$ cat config.mk
export PLATFORM = sky130hd
export DESIGN_NAME = mips_mc_sequencer
export DESIGN_NICKNAME = d
export VERILOG_FILES = /design/src/rtl/mips_mc_sequencer.sv
export SDC_FILE = /design/constraint.sdc
export NUM_CORES = 1
export LEC_CHECK = 0
export CAP_MARGIN = 30
export CORE_MARGIN = 2
export CORE_UTILIZATION = 43
export DETAILED_ROUTE_END_ITERATION = 16
export PLACE_DENSITY = 0.84
export SYNTH_ARGS = -nofsm -noshare
export SYNTH_HDL_FRONTEND = slang
export SYNTH_SLANG_ARGS = --single-unit
$ cat constraint.sdc
create_clock -name clock -period 2.8 [get_ports clock]
set_input_delay 0.56 -clock clock [delete_from_list [all_inputs] [get_ports clock]]
set_output_delay 0.56 -clock clock [all_outputs]
set_load 0.02 [all_outputs]
$ cat src/rtl/mips_mc_sequencer.sv
// Multi-cycle MIPS control sequencer: owns PC, IR, link register and the phase FSM,
// and steps the shared datapath through FETCH/DECODE/EXEC/MEM/WB with handshaked memories.
module mips_mc_sequencer #(
    parameter int unsigned             DATA_W          = 32,
    parameter logic [DATA_W-1:0]       RESET_PC        = '0,
    parameter int unsigned             PC_STEP         = 1,
    parameter int unsigned             CNT_W           = 32,
    parameter int unsigned             HALT_ON_ILLEGAL = 0
) (
    input  logic              clock,
    input  logic              reset_n,
    output logic              imem_req,
    output logic [DATA_W-1:0] imem_addr,
    input  logic              imem_ready,
    input  logic [31:0]       imem_rdata,
    output logic              dmem_req,
    output logic              dmem_we,
    input  logic              dmem_ready,
    input  logic              alu_zero,
    input  logic [DATA_W-1:0] rs_data,
    output logic [DATA_W-1:0] pc,
    output logic [31:0]       ir,
    output logic              reg_we,
    output logic [1:0]        reg_dst,
    output logic              mem_to_reg,
    output logic              link_sel,
    output logic [DATA_W-1:0] link_pc,
    output logic [2:0]        state,
    output logic              illegal,
    output logic              retire,
    output logic [CNT_W-1:0]  instret
);

    typedef enum logic [2:0] {
        S_IDLE   = 3'd0,
        S_FETCH  = 3'd1,
        S_DECODE = 3'd2,
        S_EXEC   = 3'd3,
        S_MEM    = 3'd4,
        S_WB     = 3'd5,
        S_HALT   = 3'd6
    } state_t;

    localparam logic [5:0] OP_RTYPE = 6'b000000;
    localparam logic [5:0] OP_ADDI  = 6'b001000;
    localparam logic [5:0] OP_LW    = 6'b100011;
    localparam logic [5:0] OP_SW    = 6'b101011;
    localparam logic [5:0] OP_BEQ   = 6'b000100;
    localparam logic [5:0] OP_BNE   = 6'b000101;
    localparam logic [5:0] OP_J     = 6'b000010;
    localparam logic [5:0] OP_JAL   = 6'b000011;
    localparam logic [5:0] FN_JR    = 6'b001000;

    state_t              r_state;
    logic [DATA_W-1:0]   r_pc;
    logic [31:0]         r_ir;
    logic [DATA_W-1:0]   r_link;
    logic [CNT_W-1:0]    r_instret;

    logic                w_is_r, w_is_jr, w_is_addi, w_is_lw, w_is_sw;
    logic                w_is_beq, w_is_bne, w_is_j, w_is_jal, w_legal, w_ctrl_only;
    logic                w_taken, w_retire;
    logic [DATA_W-1:0]   w_pc_next, w_imm, w_br_target, w_j_target;

    assign w_is_r      = (r_ir[31:26] == OP_RTYPE);
    assign w_is_jr     = w_is_r && (r_ir[5:0] == FN_JR);
    assign w_is_addi   = (r_ir[31:26] == OP_ADDI);
    assign w_is_lw     = (r_ir[31:26] == OP_LW);
    assign w_is_sw     = (r_ir[31:26] == OP_SW);
    assign w_is_beq    = (r_ir[31:26] == OP_BEQ);
    assign w_is_bne    = (r_ir[31:26] == OP_BNE);
    assign w_is_j      = (r_ir[31:26] == OP_J);
    assign w_is_jal    = (r_ir[31:26] == OP_JAL);
    assign w_legal     = w_is_r | w_is_addi | w_is_lw | w_is_sw |
                         w_is_beq | w_is_bne | w_is_j | w_is_jal;
    // Branches and plain jumps finish in EXEC; nothing to write back.
    assign w_ctrl_only = w_is_beq | w_is_bne | w_is_j | w_is_jr;

    // r_pc already points past the instruction once we leave FETCH.
    assign w_pc_next   = r_pc + DATA_W'(PC_STEP);
    assign w_imm       = {{(DATA_W-16){r_ir[15]}}, r_ir[15:0]};
    assign w_br_target = r_pc + w_imm;
    assign w_j_target  = {r_pc[DATA_W-1:26], r_ir[25:0]};
    assign w_taken     = (w_is_beq && alu_zero) || (w_is_bne && !alu_zero);

    assign w_retire = ((r_state == S_EXEC) && w_ctrl_only) ||
                      ((r_state == S_MEM) && w_is_sw && dmem_ready) ||
                      (r_state == S_WB);

    always_ff @(posedge clock or negedge reset_n) begin
        if (!reset_n) begin
            r_state   <= S_IDLE;
            r_pc      <= RESET_PC;
            r_ir      <= '0;
            r_link    <= '0;
            r_instret <= '0;
        end else begin
            if (w_retire) begin
                r_instret <= r_instret + CNT_W'(1);
            end
            case (r_state)
                S_IDLE: r_state <= S_FETCH;
                S_FETCH: begin
                    if (imem_ready) begin
                        r_ir    <= imem_rdata;
                        r_pc    <= w_pc_next;
                        r_link  <= w_pc_next;
                        r_state <= S_DECODE;
                    end
                end
                S_DECODE: begin
                    if (!w_legal) begin
                        r_state <= (HALT_ON_ILLEGAL != 0) ? S_HALT : S_FETCH;
                    end else begin
                        r_state <= S_EXEC;
                    end
                end
                S_EXEC: begin
                    if (w_is_beq || w_is_bne) begin
                        if (w_taken) r_pc <= w_br_target;
                        r_state <= S_FETCH;
                    end else if (w_is_j) begin
                        r_pc    <= w_j_target;
                        r_state <= S_FETCH;
                    end else if (w_is_jr) begin
                        r_pc    <= rs_data;
                        r_state <= S_FETCH;
                    end else if (w_is_lw || w_is_sw) begin
                        r_state <= S_MEM;
                    end else begin
                        if (w_is_jal) r_pc <= w_j_target;
                        r_state <= S_WB;
                    end
                end
                S_MEM: begin
                    if (dmem_ready) begin
                        r_state <= w_is_sw ? S_FETCH : S_WB;
                    end
                end
                S_WB:    r_state <= S_FETCH;
                S_HALT:  r_state <= S_HALT;
                default: r_state <= S_IDLE;
            endcase
        end
    end

    assign imem_req   = (r_state == S_FETCH);
    assign imem_addr  = r_pc;
    assign dmem_req   = (r_state == S_MEM);
    assign dmem_we    = (r_state == S_MEM) && w_is_sw;
    assign reg_we     = (r_state == S_WB);
    assign reg_dst    = w_is_jal ? 2'd2 : (w_is_r ? 2'd1 : 2'd0);
    assign mem_to_reg = (r_state == S_WB) && w_is_lw;
    assign link_sel   = (r_state == S_WB) && w_is_jal;
    assign link_pc    = r_link;
    assign pc         = r_pc;
    assign ir         = r_ir;
    assign state      = r_state;
    assign illegal    = (r_state == S_DECODE) && !w_legal;
    assign retire     = w_retire;
    assign instret    = r_instret;

endmodule

==> impl_metrics.ini, run 1 <==
[power]
power.density_mw_per_mm2 = 1320
leakage_nw = 5.58
p_comb_share_pct = 66.1
p_switching_mw = 7.93
vdd_drop_max_uv = 738
pwr-share-clk_pct = 14.1
power_mw = 16.9
p_int_mw = 8.94
switching_share_pct = 47.0
seq_power_share_pct = 19.8

[route]
vias = 9085
drt_iter0_drc = 760
firstDrtPassIters = 7
drc = 0
antenna_left = 0
via_per_inst = 5.59
wl_um = 29800
wire_per_inst_um = 18.3

[setup_path]
crit_type = flop to flop
path_delay_family = compound AO/OA/AOI/OAI gates
cp_data_required_time_ns = 3.10
slowest_stage = dfrtp_1
worstRegToRegCells = 11
arrival_ns = 3.07
max_stage_delay_ns = 0.42
path_cells = ha_4, fa_2, a21oi_4, o21ai_2, o41ai_4, o21ai_2, nor3_4, o31ai_4, a31oi_2, xor2_1, a41oi_2
cp.buffers_inverters = 0
cp-end-kind = flop
rrSetupSlack_ns = 0.03
cp_common_cell = o21ai_2
worstPathMaxFanout = 3
start_kind = flop
crit_cells = 11

[run_status]
outcome = finished clean

[floorplan]
start_util_pct = 43.6
die-area_mm2 = 0.0215
coreArea_mm2 = 0.0201
die_x_um = 147
io_pins = 242
die_h_um = 147
row_count = 52

[layout]
fillerInstances = 1627
final_nets = 1446
multi_input_area_mm2 = 0.00520
syn2layout_area_growth_pct = 45.2
mostFrequentLayoutCell = clkdlybuf4s50_1
drive_above_1_share_pct = 15.0
seqCellArea_mm2 = 0.00328
n_antenna_cell = 0
layout.cells.non_filler = 1626
layout_common_cells = clkdlybuf4s50_1 (234), nand2_1 (217), dfrtp_1 (128)

[logic_synthesis]
ys_seq_area_share_pct = 37.4
ys.flop_type = dfrtp_1
synth_nets = 1164
synth-seq-cells = 131
synth_edf_count = 0
syn-mean-instance-area_um2 = 8.26
synthDistinctLibCells = 72
syn_inst = 1061
ys_async_sr_fraction_pct = 100
synth_area_mm2 = 0.00877
yosysWarnings = 0

[placed_design]
dp_cells = 1589
dp_slack_ns = -0.0782
gp_congestion = 0.971
dp_hpwl_um = 21900
io_buffers = 241

[sta]
finalCriticalPeriod_ns = 2.77
fin_skew_ns = 0.0104
slew_headroom_pct = 53.6
report.final.slew_viol_count = 0
hold_viol_final = 0
rsz0062_at_grt = true
finalCritPeriodShare_pct = 98.8
finalSetupViolations = 0
max_clock_freq_ghz = 0.361
layout_setup_ws_ns = 0.0330
tightest_slew_ns = 0.689

[global_route]
grt_max_degree = 64
grt_use_total_pct = 27.3
grt_pass1_vias = 8871
grt_pass1_wl_um = 46700
antenna_found_initial = 0
grt_overflow = 0

[clock_tree]
root_buffer = clkbuf_16
cts_tree = built
cts_buffer_depth = 2
cts_buffers = 17
clock_latency_ns = 0.44
cts.clk_slew.worst_paths_ns = 0.07
cts_sinks = 131
h-tree-depth = 4

[run]
max_cap_viol_count = 0

[hold_path]
min_path_type = primary input to asynchronous set/reset pin
what timing repair did:
action | CTS | global route
hold buffers | 0 | 0
gates resized for setup | 12 | 34
pin swaps | 1 | 12
setup endpoints to repair | 13 | 25
setup buffers | 0 | 5
kinds of logic (layout without fill, tap and decap cells):
family | after synthesis | in the layout | synth area share (%)
compound gates | 264 | 264 | 18.8
xor+xnor | 88 | 88 | 8.79
fa+ha+maj | 34 | 34 | 4.94
buf+inv | 102 | 397 | 6.29
flops | 131 | 131 | 37.4
mux | 7 | 7 | 0.814
simple gates | 435 | 435 | 23.0
layer usage:
layer	up-vias	global-route usage, %	share of wire (%)
li1	4262	-	-
met1	4341	35.1	41
met2	412	45.8	49
met3	70	5.16	7.2
met4	0	10.5	3.1
met5	-	0	0
power by group through the flow:
stage	sequential, mW	combinational (mW)	clock [mW]
6_report	3.34	11.1	2.38
5_1_grt	3.44	12.0	2.50
4_1_cts	3.32	10.7	2.41
3_5_place_dp	3.34	10.5	0
3_3_place_gp	3.31	10.4	0
2_1_floorplan	4.27	5.49	0
flip-flops by register name, indices dropped and copies added, names as in the netlist:
name and cells:
imem_addr 32, instret 32, ir 32, link_pc 32
state 3
Yosys cell counts, types with 17 or more instances:
cell / n / share of area (%)
and3_1: 18 / 1.3
nand3_1: 33 / 1.9
nand2_1: 217 / 9.3
nor2_1: 69 / 3.0
buf_4: 37 / 3.2
a21oi_1: 83 / 4.7
nor3_1: 19 / 1.1
dfrtp_1: 131 / 37
ha_1: 33 / 4.7
xnor2_1: 51 / 5.1
a21o_1: 18 / 1.5
clkbuf_1: 36 / 1.5
xor2_1: 37 / 3.7
inv_1: 17 / 0.73
o21ai_0: 62 / 3.5
stage by stage:
stage / utilization [%] / setup TNS, ns / cell area (µm²) / hold WS [ns]
after floorplan: - / 0 / 8820 / 0.264
after global placement: 59.1 / -0.0282 / 11900 / 0.461
after detailed placement: 59.1 / -0.0971 / 11900 / 0.471
after CTS: 62.2 / 0 / 12500 / 0.141
after global routing: 63.3 / -0.326 / 12700 / 0.165
final: 63.3 / 0 / 12700 / 0.124
layout make-up:
type	instances	share of cell area (%)
inverter	17	0.501
tap	270	2.65
timing repair buffer	348	25.3
sequential	131	25.8
clock buffer	17	3.34
clock inverter	15	1.55
multi-input combinational	828	40.8
worst paths after layout:
path                             startpoint       endpoint
worst max register to register        ir[0]  imem_addr[28]
worst max-delay path                  ir[0]  imem_addr[28]
max in group asynchronous           reset_n     link_pc[5]
worst min-delay path                reset_n     link_pc[1]
min in group clock              link_pc[31]    link_pc[31]
worst min register to register  link_pc[31]    link_pc[31]
Power figures use the tool's default switching activity.
==> run 2: changes to the inputs <==
- SETUP_SLACK_MARGIN: unset -> 0.02
==> impl_metrics.ini, run 2 (same netlist as run 1, synthesis figures left out) <==
[run_status]
outcome = finished clean

[setup_path]
worstPathMaxFanout = 5
cp_common_cell = a211o_1
start_kind = flop
path_cells = buf_4, ha_1, a211o_1, a21oi_4, o221ai_2, a211o_1, a31oi_1, xnor2_1, nor2_1, a2111oi_2, a211o_1
cp-startpoint = ir[1]
cp_data_required_time_ns = 3.16
rrSetupSlack_ns = 0.04
rr_startpoint = ir[1]
crit_type = flop to flop
cp-end-kind = flop
worstRegToRegCells = 11
arrival_ns = 3.12
max_stage_delay_ns = 0.46
worstReg2RegEnd = imem_addr[19]
slowest_stage = dfrtp_2

[clock_tree]
root_buffer = clkbuf_16
cts_sinks = 131
cts.clk_slew.worst_paths_ns = 0.06
h-tree-depth = 4
cts_tree = built
cts_buffer_depth = 2
clock_latency_ns = 0.43
cts_buffers = 17

[sta]
rsz0062_at_grt = true
report.final.slew_viol_count = 0
tightest_slew_ns = 0.664
max_clock_freq_ghz = 0.363
layout_setup_ws_ns = 0.0423
finalCritPeriodShare_pct = 98.5
fin_skew_ns = 0.00939
finalCriticalPeriod_ns = 2.76
worst_hold_slack_ns = 0.144
hold_viol_final = 0
fin_tns_setup_ns = 0
finalSetupViolations = 0
slew_headroom_pct = 55.7

[route]
antenna_left = 0
firstDrtPassIters = 7
vias = 9229
drc = 0
via_per_inst = 5.64
wl_um = 30900
wire_per_inst_um = 18.9
drt_iter0_drc = 860

[global_route]
grt_pass1_wl_um = 47600
grt_overflow = 0
grt_pass1_vias = 8943
grt_max_degree = 65
antenna_found_initial = 0
grt_use_total_pct = 27.6

[placed_design]
dp_slack_ns = -0.0183
placed_cell_area_mm2 = 0.0120
io_buffers = 241
dp_hpwl_um = 22400
gp_congestion = 0.966
dp_cells = 1594

[floorplan]
start_util_pct = 43.6
row_count = 52
coreArea_mm2 = 0.0201
die_h_um = 147
die-area_mm2 = 0.0215
io_pins = 242
die_x_um = 147

[layout]
layout.cells.non_filler = 1637
fillerInstances = 1627
mostFrequentLayoutCell = clkdlybuf4s50_1
final_nets = 1457
layout_common_cells = clkdlybuf4s50_1 (233), nand2_1 (216), dfrtp_1 (127)
n_antenna_cell = 0
final_area_mm2 = 0.0129
drive_above_1_share_pct = 16.4
syn2layout_area_growth_pct = 46.7

[power]
power.density_mw_per_mm2 = 1330
leakage_nw = 5.64
vdd_drop_max_uv = 626

[hold_path]
min_path_type = primary input to asynchronous set/reset pin

[run]
max_cap_viol_count = 0
## run 2: layout make-up
type                    instances  area (µm²)  share of cell area, %
repair buffers                359        3360                   26.1
clock inverters                13         124                  0.963
clock buffers                  19         453                   3.52
flip-flops and latches        131        3280                   25.5
inverters                      17        63.8                  0.496
well taps                     270         338                   2.63
multi-input cells             828        5240                   40.8
## run 2: worst max-delay path by stage
stage / to
floorplan: imem_addr[24]
global placement: imem_addr[27]
detailed placement: imem_addr[25]
CTS: reg_dst[0]
global route: imem_addr[28]
finish: imem_addr[19]
## run 2: stage by stage
step | total power [mW] | utilization [%]
finish | 17.1 | 64.0
CTS | 16.5 | 62.6
detailed placement | 14.1 | 59.5
global placement | 14.0 | 59.5
floorplan | 9.77 | -
global route | 18.1 | 64.0
## run 2: per-layer routing
layer | GRT usage [%] | vias to the layer above | wire [µm]
met4 | 10.6 | 0 | 1010
li1 | - | 4281 | -
met2 | 47.1 | 468 | 14900
met3 | 5.09 | 79 | 2260
met5 | 0 | - | 0
met1 | 35.0 | 4401 | 12700
## run 2: worst max-delay path, delay by kind of cell (launching register included)
family          cells  cell delay (ns)
simple gates        1             0.07
fa+ha+maj           1             0.29
buf+inv             1             0.15
compound gates      7             1.58
xor+xnor            1             0.14
flops               1             0.46
## run 2: what timing repair did
item | 4_1_cts | 5_1_grt
buffers inserted | 1 | 10
hold buffers | 0 | 0
endpoints found under the setup margin | 16 | 32
gates resized for setup | 18 | 43
pin swaps | 2 | 21
## run 2: power breakdown
| part | total, mW | switching (mW) | internal, mW |
|---|---|---|---|
| Clock | 2.21 | 0.929 | 1.28 |
| Combinational | 11.5 | 6.46 | 5.06 |
| Sequential | 3.37 | 0.759 | 2.61 |
| Total | 17.1 | 8.15 | 8.96 |
